`config.mk`:
```
export PLATFORM = sky130hd
export DESIGN_NAME = ysyx_041514_icache_axi_rd
export DESIGN_NICKNAME = d
export VERILOG_FILES = /design/src/rtl/ysyx_041514_icache_axi_rd.sv
export SDC_FILE = /design/constraint.sdc
export NUM_CORES = 1
export LEC_CHECK = 0
export ABC_AREA = 0
export BUFFER_PORTS_ARGS = -buffer_cell sky130_fd_sc_hd__clkbuf_2
export CORE_ASPECT_RATIO = 1.5
export CORE_UTILIZATION = 46
export DETAILED_ROUTE_END_ITERATION = 10
export GPL_ROUTABILITY_DRIVEN = 0
export PLACE_DENSITY = 0.89
export SYNTH_ARGS = -nofsm -noshare
export SYNTH_HDL_FRONTEND = slang
export SYNTH_SLANG_ARGS = --single-unit
```
`constraint.sdc`:
```
create_clock -name clk -period 2.1 [get_ports clk]
set_input_delay 0.21 -clock clk [delete_from_list [all_inputs] [get_ports clk]]
set_output_delay 0.21 -clock clk [all_outputs]
set_load 0.03 [all_outputs]
```
`src/rtl/ysyx_041514_icache_axi_rd.sv`:
```
// ysyx_041514_icache_axi_rd
//
// Read-only responder for the icache refill port. It turns each held-valid
// icache burst request into one AXI4 INCR read, and returns every R beat to
// the icache as a one-cycle data pulse.
//
// Ports:
//   clk, rst_n                     clock, async active-low reset
//   ram_raddr/valid/rmask/rsize/rlen_icache_i   icache request (valid held for the burst)
//   ram_rdata_ready_icache_o       one-cycle beat-valid pulse
//   ram_rdata_icache_o             raw 64-bit beat data
//   bus_err_o                      one-cycle error pulse
//   axi_ar_*                       AXI read address channel
//   axi_r_*                        AXI read data channel
module ysyx_041514_icache_axi_rd #(
    parameter int unsigned ADDR_W = 32,
    parameter int unsigned DATA_W = 64,
    parameter logic [3:0]  AR_ID  = 4'd0
) (
    input  logic              clk,
    input  logic              rst_n,

    input  logic [ADDR_W-1:0] ram_raddr_icache_i,
    input  logic              ram_raddr_valid_icache_i,
    input  logic [7:0]        ram_rmask_icache_i,
    input  logic [3:0]        ram_rsize_icache_i,
    input  logic [7:0]        ram_rlen_icache_i,
    output logic              ram_rdata_ready_icache_o,
    output logic [DATA_W-1:0] ram_rdata_icache_o,
    output logic              bus_err_o,

    output logic              axi_ar_valid_o,
    input  logic              axi_ar_ready_i,
    output logic [ADDR_W-1:0] axi_ar_addr_o,
    output logic [3:0]        axi_ar_id_o,
    output logic [7:0]        axi_ar_len_o,
    output logic [2:0]        axi_ar_size_o,
    output logic [1:0]        axi_ar_burst_o,

    input  logic              axi_r_valid_i,
    output logic              axi_r_ready_o,
    input  logic [DATA_W-1:0] axi_r_data_i,
    input  logic [1:0]        axi_r_resp_i,
    input  logic              axi_r_last_i
);

    typedef enum logic [1:0] {StIdle, StAr, StR, StWaitLow} state_e;

    state_e              state_q, state_d;
    logic [ADDR_W-1:0]   ar_addr_q, ar_addr_d;
    logic [7:0]          ar_len_q, ar_len_d;
    logic [2:0]          ar_size_q, ar_size_d;
    logic [7:0]          beat_cnt_q, beat_cnt_d;
    logic [DATA_W-1:0]   rdata_q, rdata_d;
    logic                rdata_ready_q, rdata_ready_d;
    logic                bus_err_q, bus_err_d;

    logic [2:0]          size_enc;
    logic                size_bad;
    logic                beat_err;

    // The mask is always full today; kept on the port for the icache's benefit.
    logic unused_rmask;
    assign unused_rmask = ^ram_rmask_icache_i;

    always_comb begin
        size_bad = 1'b0;
        case (ram_rsize_icache_i)
            4'd1:    size_enc = 3'd0;
            4'd2:    size_enc = 3'd1;
            4'd4:    size_enc = 3'd2;
            4'd8:    size_enc = 3'd3;
            default: begin
                size_enc = 3'd3;
                size_bad = 1'b1;
            end
        endcase
    end

    // Bad response, early/late r_last relative to the requested length.
    assign beat_err = (axi_r_resp_i != 2'b00)
                    || (axi_r_last_i && (beat_cnt_q != ar_len_q))
                    || (!axi_r_last_i && (beat_cnt_q == ar_len_q));

    always_comb begin
        state_d       = state_q;
        ar_addr_d     = ar_addr_q;
        ar_len_d      = ar_len_q;
        ar_size_d     = ar_size_q;
        beat_cnt_d    = beat_cnt_q;
        rdata_d       = rdata_q;
        rdata_ready_d = 1'b0;
        bus_err_d     = 1'b0;

        unique case (state_q)
            StIdle: begin
                if (ram_raddr_valid_icache_i) begin
                    ar_addr_d  = ram_raddr_icache_i;
                    ar_len_d   = ram_rlen_icache_i;
                    ar_size_d  = size_enc;
                    beat_cnt_d = 8'd0;
                    bus_err_d  = size_bad;
                    state_d    = StAr;
                end
            end
            StAr: begin
                if (axi_ar_ready_i) begin
                    beat_cnt_d = 8'd0;
                    state_d    = StR;
                end
            end
            StR: begin
                if (axi_r_valid_i) begin
                    rdata_d       = axi_r_data_i;
                    rdata_ready_d = 1'b1;
                    bus_err_d     = beat_err;
                    if (beat_cnt_q != 8'hff) begin
                        beat_cnt_d = beat_cnt_q + 8'd1;
                    end
                    if (axi_r_last_i) begin
                        state_d = StWaitLow;
                    end
                end
            end
            StWaitLow: begin
                // Valid of the finished request is still high; wait for it to drop.
                if (!ram_raddr_valid_icache_i) begin
                    state_d = StIdle;
                end
            end
            default: state_d = StIdle;
        endcase
    end

    always_ff @(posedge clk or negedge rst_n) begin
        if (!rst_n) begin
            state_q       <= StIdle;
            ar_addr_q     <= '0;
            ar_len_q      <= '0;
            ar_size_q     <= '0;
            beat_cnt_q    <= '0;
            rdata_q       <= '0;
            rdata_ready_q <= 1'b0;
            bus_err_q     <= 1'b0;
        end else begin
            state_q       <= state_d;
            ar_addr_q     <= ar_addr_d;
            ar_len_q      <= ar_len_d;
            ar_size_q     <= ar_size_d;
            beat_cnt_q    <= beat_cnt_d;
            rdata_q       <= rdata_d;
            rdata_ready_q <= rdata_ready_d;
            bus_err_q     <= bus_err_d;
        end
    end

    assign axi_ar_valid_o           = (state_q == StAr);
    assign axi_ar_addr_o            = ar_addr_q;
    assign axi_ar_id_o              = AR_ID;
    assign axi_ar_len_o             = ar_len_q;
    assign axi_ar_size_o            = ar_size_q;
    assign axi_ar_burst_o           = 2'b01;
    assign axi_r_ready_o            = (state_q == StR);
    assign ram_rdata_ready_icache_o = rdata_ready_q;
    assign ram_rdata_icache_o       = rdata_q;
    assign bus_err_o                = bus_err_q;

endmodule
```
==> metrics.md, run 1 <==
| Metric | Value |
|---|---|
| Worst setup EP type | register |
| Cells after Synth | ~330 |
| # setup viols final | 0 |
| Synthesized cell area | a little under 5000 µm² |
| Post-synth top area cell | dfrtp_1 |
| CP max stage cell | dfrtp_1 |
| Clk Tree Root Cell | clkbuf_16 |
| H-tree lvl count | 4 |
| Initial Util | 0.474 |
| Tcrit/Tclk final | 0.911 |
| CP Cell Sequence | inv_1 -> ha_1 -> buf_4 -> nand2b_1 -> nand4b_1 -> buf_4 -> o31ai_1 -> o31ai_1 |
| RSZ-0062 raised after global routing | no |
| Post-synth EDFFs | 0 |
| Post-synth ARST share | 1.00 |
| Fmax achieved | ~0.52 GHz |
| Multi-input logic area | approximately 1800 µm² |
| Slew Limit Fails | 0 |
| P&R area growth vs syn | 39.9% |
| Final #Nets | between 700 and 800 |
| Post-DP HPWL | ~8000 µm |
| Clock transition at the registers of the reported paths | approximately 0.05 ns |
| Status | completed |
| Pleak | approximately 3.3 nW |
| CP bufs+invs | 3 |
| Die area | ~11000 µm² |
| # DRC | 0 |
| Share of cells above drive strength 1 | 0.636 |
| Post-layout minimum cycle time | about 1.9 ns |
| Rows | 45 |
| Top-area cell type share of the netlist area | 0.611 |
| Initial antenna violation count | 0 |
| Hold WC Path Type | primary input to register |
| Synth Register Bits | approximately 120 |
| Filler Cell Count | about 750 |
| Critical Path RT | ~2.4 ns |
| Setup_tns | 0 ns |
| Power Dens Cells | 1840 nW/µm² |
| Synth cell types | 37 |
| Worst skew pair latency | about 0.39 ns |
| Ys Warns | 0 |
| I/O Buffers | between 200 and 250 |
| Max cap viols | 0 |
| Syn avg cell area | roughly 15 µm² |
| TritonRoute pass-1 iters | 5 |
| Ranking of synthesized cells by area | dfrtp_1, mux2_2, xnor2_1 |
| CP Data Arrival Time | between 2 and 2.5 ns |
| Setup Buffers After CTS | 0 |
| Drt first-iter violations | between 60 and 70 |
| Vias in the first global route | around 3700 |
| Global-route wire length before repair | approximately 17000 µm |
| Largest stage delay on the critical path | 0.40 ns |
| Main synth FF type | dfrtp_1 |
| Gr ovfl total | 0 |
| Clk_skew | ~0.0044 ns |
| Tot GR Track Use | 0.208 |
| CP max FO | 12 |
| ANT nets after route | 0 |
| Via density | 4.88 |
| CTS max path bufs | 2 |
| Die Height | ~130 µm |
| # IOs | between 200 and 250 |
| Dpl cells | just under 700 |
| Type of the worst setup path | register to register |
| Via count | between 3000 and 4000 |
| Sink Count | ~120 |
| Non-Filler Instances | around 730 |
| Post-CTS Resized | 0 |
| Seq/Total Area, Yosys | 0.611 |
| CTS tree | done |
| Wire length per cell | 15.0 µm |
| Final Hold Vio Count | 0 |
| DRT Wirelength | between 10000 and 15000 µm |
| Core Footprint | between 10000 and 15000 µm² |
| Num CTS Buffers | 17 |
| Chip Width | ~86 µm |
| Top delay family on crit path | buffers and inverters |
| Sequential Area | 2950 µm² |
| CTS Hold Buffers Added | 1 |
| ANT cells | 0 |
| Largest net degree at the start of global routing | ~50 |
| Worst Setup Start Kind | register |
| Max IR drop VDD | around 0.00094 V |
[logic make-up after synthesis]
family	after synthesis	share of synthesized area
buffers and inverters	24	0.0254
other	2	0.00155
AO/OA/AOI/OAI	24	0.0305
flip-flops	118	0.611
adder cells (fa/ha/maj)	6	0.0155
AND/OR/NAND/NOR	41	0.0497
XOR/XNOR	11	0.0199
multiplexers	106	0.247
[cells in the mapped netlist, types with 2 or more instances]
master	number
dfrtp_1	118
buf_2	5
or3_1	2
buf_4	7
conb_1	2
o21ai_0	13
mux2_2	105
and2_1	2
nand3_1	5
nand2_1	8
inv_1	5
ha_1	6
nand2b_1	4
nor3_1	2
o31ai_1	5
nand4_1	3
xnor2_1	10
o211ai_1	2
nor2_1	4
clkbuf_1	7
[path summary, 6_finish.rpt]
check	startpoint	endpoint	slack (ns)	cells past startpoint
max	state_q[0]$_DFFE_PN0P_	beat_cnt_q[3]$_DFFE_PN0P_	0.19	8
min	ram_raddr_icache_i[19]	axi_ar_addr_o[19]$_DFFE_PN0P_	0.04	2
max reg2reg	state_q[0]$_DFFE_PN0P_	beat_cnt_q[3]$_DFFE_PN0P_	0.19	8
min reg2reg	axi_ar_size_o[1]$_DFFE_PN0P_	axi_ar_size_o[1]$_DFFE_PN0P_	0.48	2
max in group asynchronous	rst_n	ram_rdata_icache_o[62]$_DFFE_PN0P_	1.26	3
min in group asynchronous	rst_n	ram_rdata_icache_o[13]$_DFFE_PN0P_	0.27	2
[state kept, by name (all words and copies together), names as in the netlist]
signal	flops
axi_ar_len_o	8
ram_rdata_ready_icache_o	1
ram_rdata_icache_o	64
axi_ar_addr_o	32
state_q	2
axi_ar_size_o	2
bus_err_o	1
beat_cnt_q	8
[cell type report]
| type | instances | share of cell area |
|---|---|---|
| clock inverter | 13 | 0.0198 |
| inverter | 5 | 0.00277 |
| tap | 141 | 0.0261 |
| sequential | 118 | 0.437 |
| timing repair buffer | 235 | 0.188 |
| multi-input combinational | 195 | 0.263 |
| clock buffer | 19 | 0.0640 |
[layout by cell type, fill, tap and decap left out, types with 5 or more instances in the layout]
master | Yosys | layout
dfrtp_1 | 118 | 118
conb_1 | 2 | 7
nand3_1 | 5 | 5
o21ai_0 | 13 | 13
ha_1 | 6 | 6
clkbuf_16 | 0 | 17
buf_12 | 0 | 5
clkinv_2 | 0 | 5
clkbuf_2 | 0 | 224
o31ai_1 | 5 | 5
buf_4 | 7 | 5
mux2_2 | 105 | 105
nand2_1 | 8 | 7
xnor2_1 | 10 | 10
[through the flow]
| step | util | hold WS [ns] | instance area (µm²) | worst slack, ns | power (mW) |
|---|---|---|---|---|---|
| after floorplan | - | -0.0856 | 4850 | 0.102 | 7.95 |
| after global placement | 0.607 | 0.137 | 6190 | 0.361 | 9.56 |
| after detailed placement | 0.607 | 0.138 | 6190 | 0.231 | 9.79 |
| after CTS | 0.664 | 0.0208 | 6760 | 0.203 | 12.5 |
| after global routing | 0.664 | 0.0257 | 6760 | 0.0591 | 13.1 |
| final | 0.664 | 0.0422 | 6760 | 0.187 | 12.4 |
[worst reg2reg max path: cells and delay by family, from the launching register on]
kind / cells / cell delay, ns
adders and majority gates: 1 / 0.26
AOI/OAI and AO/OA: 2 / 0.43
DFF: 1 / 0.40
buffers and inverters: 3 / 0.47
and+or+nand+nor: 2 / 0.23
[power by group]
part           leakage, nW  internal (mW)  switching, mW
registers             1.41           3.39          0.629
clock network        0.272           1.74          0.984
logic                 1.66           2.10           3.58
total                 3.35           7.23           5.20
[layer usage]
metal	global-route usage	part of all wire	wire (µm)
met1	0.217	0.36	3960
met2	0.386	0.56	6110
met3	0.0536	0.052	563
met4	0.0941	0.020	222
met5	0	0	0
(Power assumes the default switching activity.)
==> inputs of run 2 (changes only) <==
Clock period 2.1 ns to 2.09 ns, I/O delays scaled along.
==> metrics.md, run 2 (synthesis results as in run 1) <==
| Metric | Value |
|---|---|
| CTS max path bufs | 2 (unchanged) |
| Hold Path Sink | axi_ar_addr_o[17]$_DFFE_PN0P_ (was axi_ar_addr_o[19]$_DFFE_PN0P_) |
| Final Hold Vio Count | 0 (unchanged) |
| Die Height | 128 µm (unchanged) |
| Vias in the first global route | 3591 (was 3653) |
| Post-DP HPWL | 8140 µm (was 8180 µm) |
| Global-route wire length before repair | 17000 µm (was 17400 µm) |
| Most frequent cells in the layout | clkbuf_2, dfrtp_1, mux2_2 (unchanged) |
| Gate power share | 0.443 (was 0.458) |
| Chip Width | 85.7 µm (unchanged) |
| Share of cells above drive strength 1 | 0.638 (was 0.636) |
| # DRC | 0 (unchanged) |
| Clk pwr share | 0.242 (was 0.219) |
| Rows | 45 (unchanged) |
| Hold slack | 0.0404 ns (was 0.0422 ns) |
| Sequential Area | 2950 µm² (unchanged) |
| Minimum setup slack after placement | 0.302 ns (was 0.231 ns) |
| Max IR drop VDD | 0.000956 V (was 0.000941 V) |
| Post-layout minimum cycle time | 1.80 ns (was 1.91 ns) |
| Filler Cell Count | 750 (was 751) |
| Core Footprint | 10200 µm² (unchanged) |
| Critical Path RT | 2.37 ns (was 2.36 ns) |
| Reg-to-reg endpoint | beat_cnt_q[5]$_DFFE_PN0P_ (was beat_cnt_q[3]$_DFFE_PN0P_) |
| Post-CTS Resized | 0 (unchanged) |
| Type of the worst setup path | register to register (unchanged) |
| P&R area growth vs syn | 41.6% (was 39.9%) |
| Internal reg-to-reg setup slack | 0.29 ns (was 0.19 ns) |
| Worst setup margin | 0.285 ns (was 0.187 ns) |
| Total power | 12.9 mW (was 12.4 mW) |
| Largest net degree at the start of global routing | 49 (unchanged) |
| Worst setup EP type | register (unchanged) |
| Final #Nets | 702 (unchanged) |
| Worst Reg-to-Reg Cells | 7 (was 8) |
| Met2 Track Usage GR | 0.377 (was 0.386) |
| Post-DP Area | 6190 µm² (unchanged) |
| H-tree lvl count | 4 (unchanged) |
| Worst Setup Start Kind | register (unchanged) |
| I/O Buffers | 225 (unchanged) |
| Wire length per cell | 15.2 µm (was 15.0 µm) |
| ANT cells | 0 (unchanged) |
| Tcrit/Tclk final | 0.864 (was 0.911) |
| DRT Wirelength | 11000 µm (was 10900 µm) |
| Final instance area | 6850 µm² (was 6760 µm²) |
| Sink Count | 118 (unchanged) |
| Sequential share of power | 0.315 (was 0.324) |
| TritonRoute pass-1 iters | 4 (was 5) |
| Power Dens Cells | 1880 nW/µm² (was 1840 nW/µm²) |
| Initial antenna violation count | 0 (unchanged) |
| Clock transition at the registers of the reported paths | 0.05 ns (about the same) |
| CTS tree | done (unchanged) |
| Switching share of total power | 0.403 (was 0.418) |
| RSZ-0062 raised after global routing | no (unchanged) |
| Pleak | 3.39 nW (was 3.35 nW) |
| Num CTS Buffers | 17 (unchanged) |
| Slew Limit Fails | 0 (unchanged) |
| Global Route met3 Usage | 0.0536 (unchanged) |
| CP max FO | 14 (was 12) |
| Multi-input logic area | 1780 µm² (unchanged) |
| Clk_skew | 0.00889 ns (was 0.00439 ns) |
| # setup viols final | 0 (unchanged) |
| Net Sw Power | 5.19 mW (was 5.20 mW) |
| Hold depth | 2 (unchanged) |
| Status | completed (unchanged) |
| Max cap viols | 0 (unchanged) |
| Hold WC Path Type | primary input to register (unchanged) |
| Hold path startpoint | ram_raddr_icache_i[17] (was ram_raddr_icache_i[19]) |
| Tot GR Track Use | 0.204 (was 0.208) |
| Via density | 4.88 (about the same) |
| Worst skew pair latency | 0.40 ns (was 0.39 ns) |
| Global routing's busiest layer | met2 (unchanged) |
| Setup_tns | 0 ns (unchanged) |
| Gr ovfl total | 0 (unchanged) |
| Fmax achieved | 0.554 GHz (was 0.523 GHz) |
| Drt first-iter violations | 93 (was 67) |
| Reg-to-reg startpoint | state_q[0]$_DFFE_PN0P_ (unchanged) |
| Via count | 3534 (was 3546) |
| ANT nets after route | 0 (unchanged) |
| Internal power | 7.69 mW (was 7.23 mW) |
| Met1 Use GR | 0.213 (was 0.217) |
| Clk Tree Root Cell | clkbuf_16 (unchanged) |
| CP Data Arrival Time | 2.09 ns (was 2.17 ns) |
| Most common library cell in the layout ignoring fill and taps | clkbuf_2 (unchanged) |
| Die area | 10900 µm² (unchanged) |
| # IOs | 241 (unchanged) |
| Largest register FFs | 64 (unchanged) |
| Initial Util | 0.474 (unchanged) |
## run 2: critical path, stage by stage, from the launching register on
cell      delay (ns)
dfrtp_1         0.40
inv_1           0.10
ha_1            0.21
buf_4           0.18
nand2b_1        0.11
and4b_1         0.27
o21ai_0         0.15
a22o_1          0.26
## run 2: routing by layer
metal,wire (µm),part of all wire
met4,223,0.020
met1,3960,0.36
met2,6220,0.57
met3,566,0.052
met5,0,0
## run 2: area by class of cell
cell class,instances,area share
clock buffer,23,0.0742
clock inverter,7,0.0207
inverter,5,0.00274
multi-input combinational,195,0.260
sequential,118,0.431
tap,141,0.0258
timing repair buffer,235,0.185
## run 2: power groups by stage
stage	clock, mW	sequential, mW	combinational, mW
2_1_floorplan	0	6.15	1.84
3_3_place_gp	0	4.01	5.60
3_5_place_dp	0	4.10	5.74
4_1_cts	3.19	4.07	5.76
5_1_grt	3.29	4.19	6.03
6_report	3.12	4.06	5.71
## run 2: worst max path at each step
stage / startpoint / endpoint / slack, ns / cells past startpoint
detailed placement: state_q[0]$_DFFE_PN0P_ / beat_cnt_q[5]$_DFFE_PN0P_ / 0.30 / 7
CTS: state_q[0]$_DFFE_PN0P_ / beat_cnt_q[5]$_DFFE_PN0P_ / 0.30 / 7
finish: state_q[0]$_DFFE_PN0P_ / beat_cnt_q[5]$_DFFE_PN0P_ / 0.29 / 7
global placement: state_q[0]$_DFFE_PN0P_ / beat_cnt_q[5]$_DFFE_PN0P_ / 0.37 / 7
floorplan: state_q[0]$_DFFE_PN0P_ / ram_rdata_icache_o[15]$_DFFE_PN0P_ / 0.09 / 7
global route: state_q[0]$_DFFE_PN0P_ / beat_cnt_q[4]$_DFFE_PN0P_ / 0.17 / 8
## run 2: stage by stage
stage,cells,util
6_report,724,0.672
4_1_cts,724,0.672
5_1_grt,724,0.672
2_1_floorplan,337,-
3_3_place_gp,693,0.607
3_5_place_dp,693,0.607
## run 2: timing repair
item	in CTS	in global routing
hold endpoints to repair	24	0
hold buffers	1	0
setup buffers	0	0
==> inputs of run 3 (changes only) <==
Settings changed: CORE_UTILIZATION 46 to 41, PLACE_DENSITY 0.89 to 0.85.
Clock period 2.09 ns to 1.5 ns, I/O delays scaled along.
==> metrics.md, run 3 (synthesis results as in run 1) <==
| Metric | Value |
|---|---|
| Status | complete, but fails checks (was completed) |
| Failing checks | negative setup slack |
| Die Height | 135 µm (was 128 µm) |
| Critical Path RT | 1.78 ns (was 2.37 ns) |
| CP max stage cell | dfrtp_2 (was dfrtp_1) |
| Final #Nets | 835 (was 702) |
| Worst Setup Start Kind | register (unchanged) |
| Gate power share | 0.483 (was 0.443) |
| Largest stage delay on the critical path | 0.45 ns (was 0.40 ns) |
| Worst setup EP type | register (unchanged) |
| Non-Filler Instances | 870 (was 724) |
| Top Metal Used | met4 (unchanged) |
| Filler Cell Count | 684 (was 750) |
| M1 WL | 5340 µm (was 3960 µm) |
| DRT Wirelength | 15900 µm (was 11000 µm) |
| CP max FO | 7 (was 14) |
| Hold WC Path Type | primary input to register (unchanged) |
| RSZ-0062 raised after global routing | yes (was no) |
| ANT nets after route | 0 (unchanged) |
| Internal power | 11.3 mW (was 7.69 mW) |
| Fmax achieved | 0.605 GHz (was 0.554 GHz) |
| Gr ovfl total | 0 (unchanged) |
| Vias in the first global route | 4740 (was 3591) |
| Slew Limit Fails | 0 (unchanged) |
| Rows | 48 (was 45) |
| Reg-to-reg endpoint | beat_cnt_q[2]$_DFFE_PN0P_ (was beat_cnt_q[5]$_DFFE_PN0P_) |
| Max IR drop VDD | 0.00148 V (was 0.000956 V) |
| Num CTS Buffers | 17 (unchanged) |
| CP bufs+invs | 2 (unchanged) |
| Largest register FFs | 64 (unchanged) |
| Critical Path Sink | beat_cnt_q[2]$_DFFE_PN0P_ (was beat_cnt_q[5]$_DFFE_PN0P_) |
| Dpl cells | 721 (was 693) |
| Worst Reg-to-Reg Cells | 7 (unchanged) |
| Core Footprint | 11500 µm² (was 10200 µm²) |
| Pleak | 4.04 nW (was 3.39 nW) |
| P&R area growth vs syn | 73.7% (was 41.6%) |
| Final instance area | 8400 µm² (was 6850 µm²) |
| Clock transition at the registers of the reported paths | 0.06 ns (was 0.05 ns) |
| Switching share of total power | 0.418 (was 0.403) |
| Wire length per cell | 18.3 µm (was 15.2 µm) |
| Internal reg-to-reg setup slack | -0.15 ns (was 0.29 ns) |
| Most common library cell in the layout ignoring fill and taps | clkbuf_2 (unchanged) |
| Worst skew pair latency | 0.40 ns (about the same) |
| Clk pwr share | 0.221 (was 0.242) |
| Final Hold Vio Count | 0 (unchanged) |
| Net Sw Power | 8.14 mW (was 5.19 mW) |
| Clk Tree Root Cell | clkbuf_16 (unchanged) |
| Chip Width | 90.7 µm (was 85.7 µm) |
| Share of cells above drive strength 1 | 0.599 (was 0.638) |
| # DRC | 0 (unchanged) |
| Sink Count | 118 (unchanged) |
| Global-route wire length before repair | 22700 µm (was 17000 µm) |
| Sequential share of power | 0.296 (was 0.315) |
| Top delay family on crit path | flip-flops (was compound AO/OA/AOI/OAI gates) |
| Largest net degree at the start of global routing | 44 (was 49) |
| Post-layout minimum cycle time | 1.65 ns (was 1.80 ns) |
| Power Dens Cells | 2320 nW/µm² (was 1880 nW/µm²) |
| Worst setup margin | -0.152 ns (was 0.285 ns) |
| Max cap viols | 0 (unchanged) |
| H-tree lvl count | 4 (unchanged) |
| Die area | 12200 µm² (was 10900 µm²) |
| Via count | 4304 (was 3534) |
| CTS tree | done (unchanged) |
| Initial Util | 0.421 (was 0.474) |
| Post-DP HPWL | 9110 µm (was 8140 µm) |
| Most frequent cells in the layout | clkbuf_2, dfrtp_1, mux2_2 (unchanged) |
| Setup_tns | -7.10 ns (was 0 ns) |
| Fin util | 0.732 (was 0.672) |
| Tot GR Track Use | 0.240 (was 0.204) |
| Tcrit/Tclk final | 1.10 (was 0.864) |
| Via density | 4.95 (was 4.88) |
| Post-DP Area | 6370 µm² (was 6190 µm²) |
| # setup viols final | 76 (was 0) |
| Reg-to-reg startpoint | state_q[1]$_DFFE_PN0P_ (was state_q[0]$_DFFE_PN0P_) |
| Initial antenna violation count | 1 (was 0) |
| CP Launch Point | state_q[1]$_DFFE_PN0P_ (was state_q[0]$_DFFE_PN0P_) |
| Met3 WL | 802 µm (was 566 µm) |
| Type of the worst setup path | register to register (unchanged) |
| Routed wl met2 | 9090 µm (was 6220 µm) |
| Crit. path cell count | 7 (unchanged) |
| CTS max path bufs | 2 (unchanged) |
| CP Cell Sequence | ha_4 -> buf_12 -> nand2b_4 -> nand4b_1 -> buf_6 -> o31ai_4 -> o21ai_1 (was inv_1 -> ha_1 -> buf_4 -> nand2b_1 -> and4b_1 -> o21ai_0 -> a22o_1) |
| Clk_skew | 0.00801 ns (was 0.00889 ns) |
| TritonRoute pass-1 iters | 4 (unchanged) |
| # IOs | 241 (unchanged) |
| CP Data Arrival Time | 1.93 ns (was 2.09 ns) |
| I/O Buffers | 225 (unchanged) |
| Drt first-iter violations | 142 (was 93) |
-- run 3: changes by cell type in the layout (fill, tap and decap cells not counted), moves of 6 or more --
cell | previous run | this run
dlygate4sd3_1 | 1 | 101
buf_4 | 5 | 24
o21ai_0 | 13 | 5
clkbuf_8 | 6 | 0
o21ai_1 | 0 | 6
-- run 3: how the worst min path moves through the flow --
stage | from | endpoint | slack, ns | depth (start not counted)
after floorplan | rst_n | axi_ar_addr_o[0]$_DFFE_PN0P_ | -0.15 | 0
after global placement | rst_n | ram_rdata_icache_o[18]$_DFFE_PN0P_ | 0.09 | 1
after detailed placement | rst_n | ram_rdata_icache_o[21]$_DFFE_PN0P_ | 0.10 | 1
after CTS | axi_r_data_i[16] | ram_rdata_icache_o[16]$_DFFE_PN0P_ | 0.0008 | 2
after global routing | axi_r_data_i[31] | ram_rdata_icache_o[31]$_DFFE_PN0P_ | 0.006 | 2
final | axi_r_data_i[31] | ram_rdata_icache_o[31]$_DFFE_PN0P_ | 0.02 | 2
-- run 3: power groups by stage --
stage | sequential [mW] | clock (mW) | combinational, mW
floorplan | 8.58 | 0 | 2.73
global placement | 5.58 | 0 | 8.01
detailed placement | 5.72 | 0 | 8.28
CTS | 5.67 | 4.35 | 8.76
global route | 5.93 | 4.51 | 9.83
finish | 5.77 | 4.31 | 9.40
-- run 3: what timing repair did --
item	CTS	global route
endpoints found under the setup margin	110	111
endpoints found under the hold margin	121	1
buffers inserted	4	3
resized for setup	21	25
pin swaps	6	5
hold buffers	100	1
cloned	0	7
-- run 3: cell type report --
type                       instances  area, µm²  area share
multi-input combinational        195       1930       0.230
timing repair buffer             368       2660       0.317
clock buffer                      18        429      0.0511
sequential                       118       2960       0.352
tap                              150        188      0.0223
antenna                            2       5.00    0.000596
inverter                           5       23.8     0.00283
clock inverter                    14        200      0.0238
-- run 3: per-stage QoR --
stage	total power [mW]	hold WS [ns]	setup slack [ns]
2_1_floorplan	11.3	-0.146	-0.166
3_3_place_gp	13.6	0.0916	-0.0884
3_5_place_dp	14.0	0.101	-0.177
4_1_cts	18.8	0.000823	-0.104
5_1_grt	20.3	0.00611	-0.229
6_report	19.5	0.0187	-0.152
-- run 3: layer usage --
| layer | vias up | GRT usage |
|---|---|---|
| li1 | 1923 | - |
| met5 | - | 0 |
| met4 | 0 | 0.133 |
| met3 | 54 | 0.0563 |
| met2 | 203 | 0.460 |
| met1 | 2124 | 0.232 |
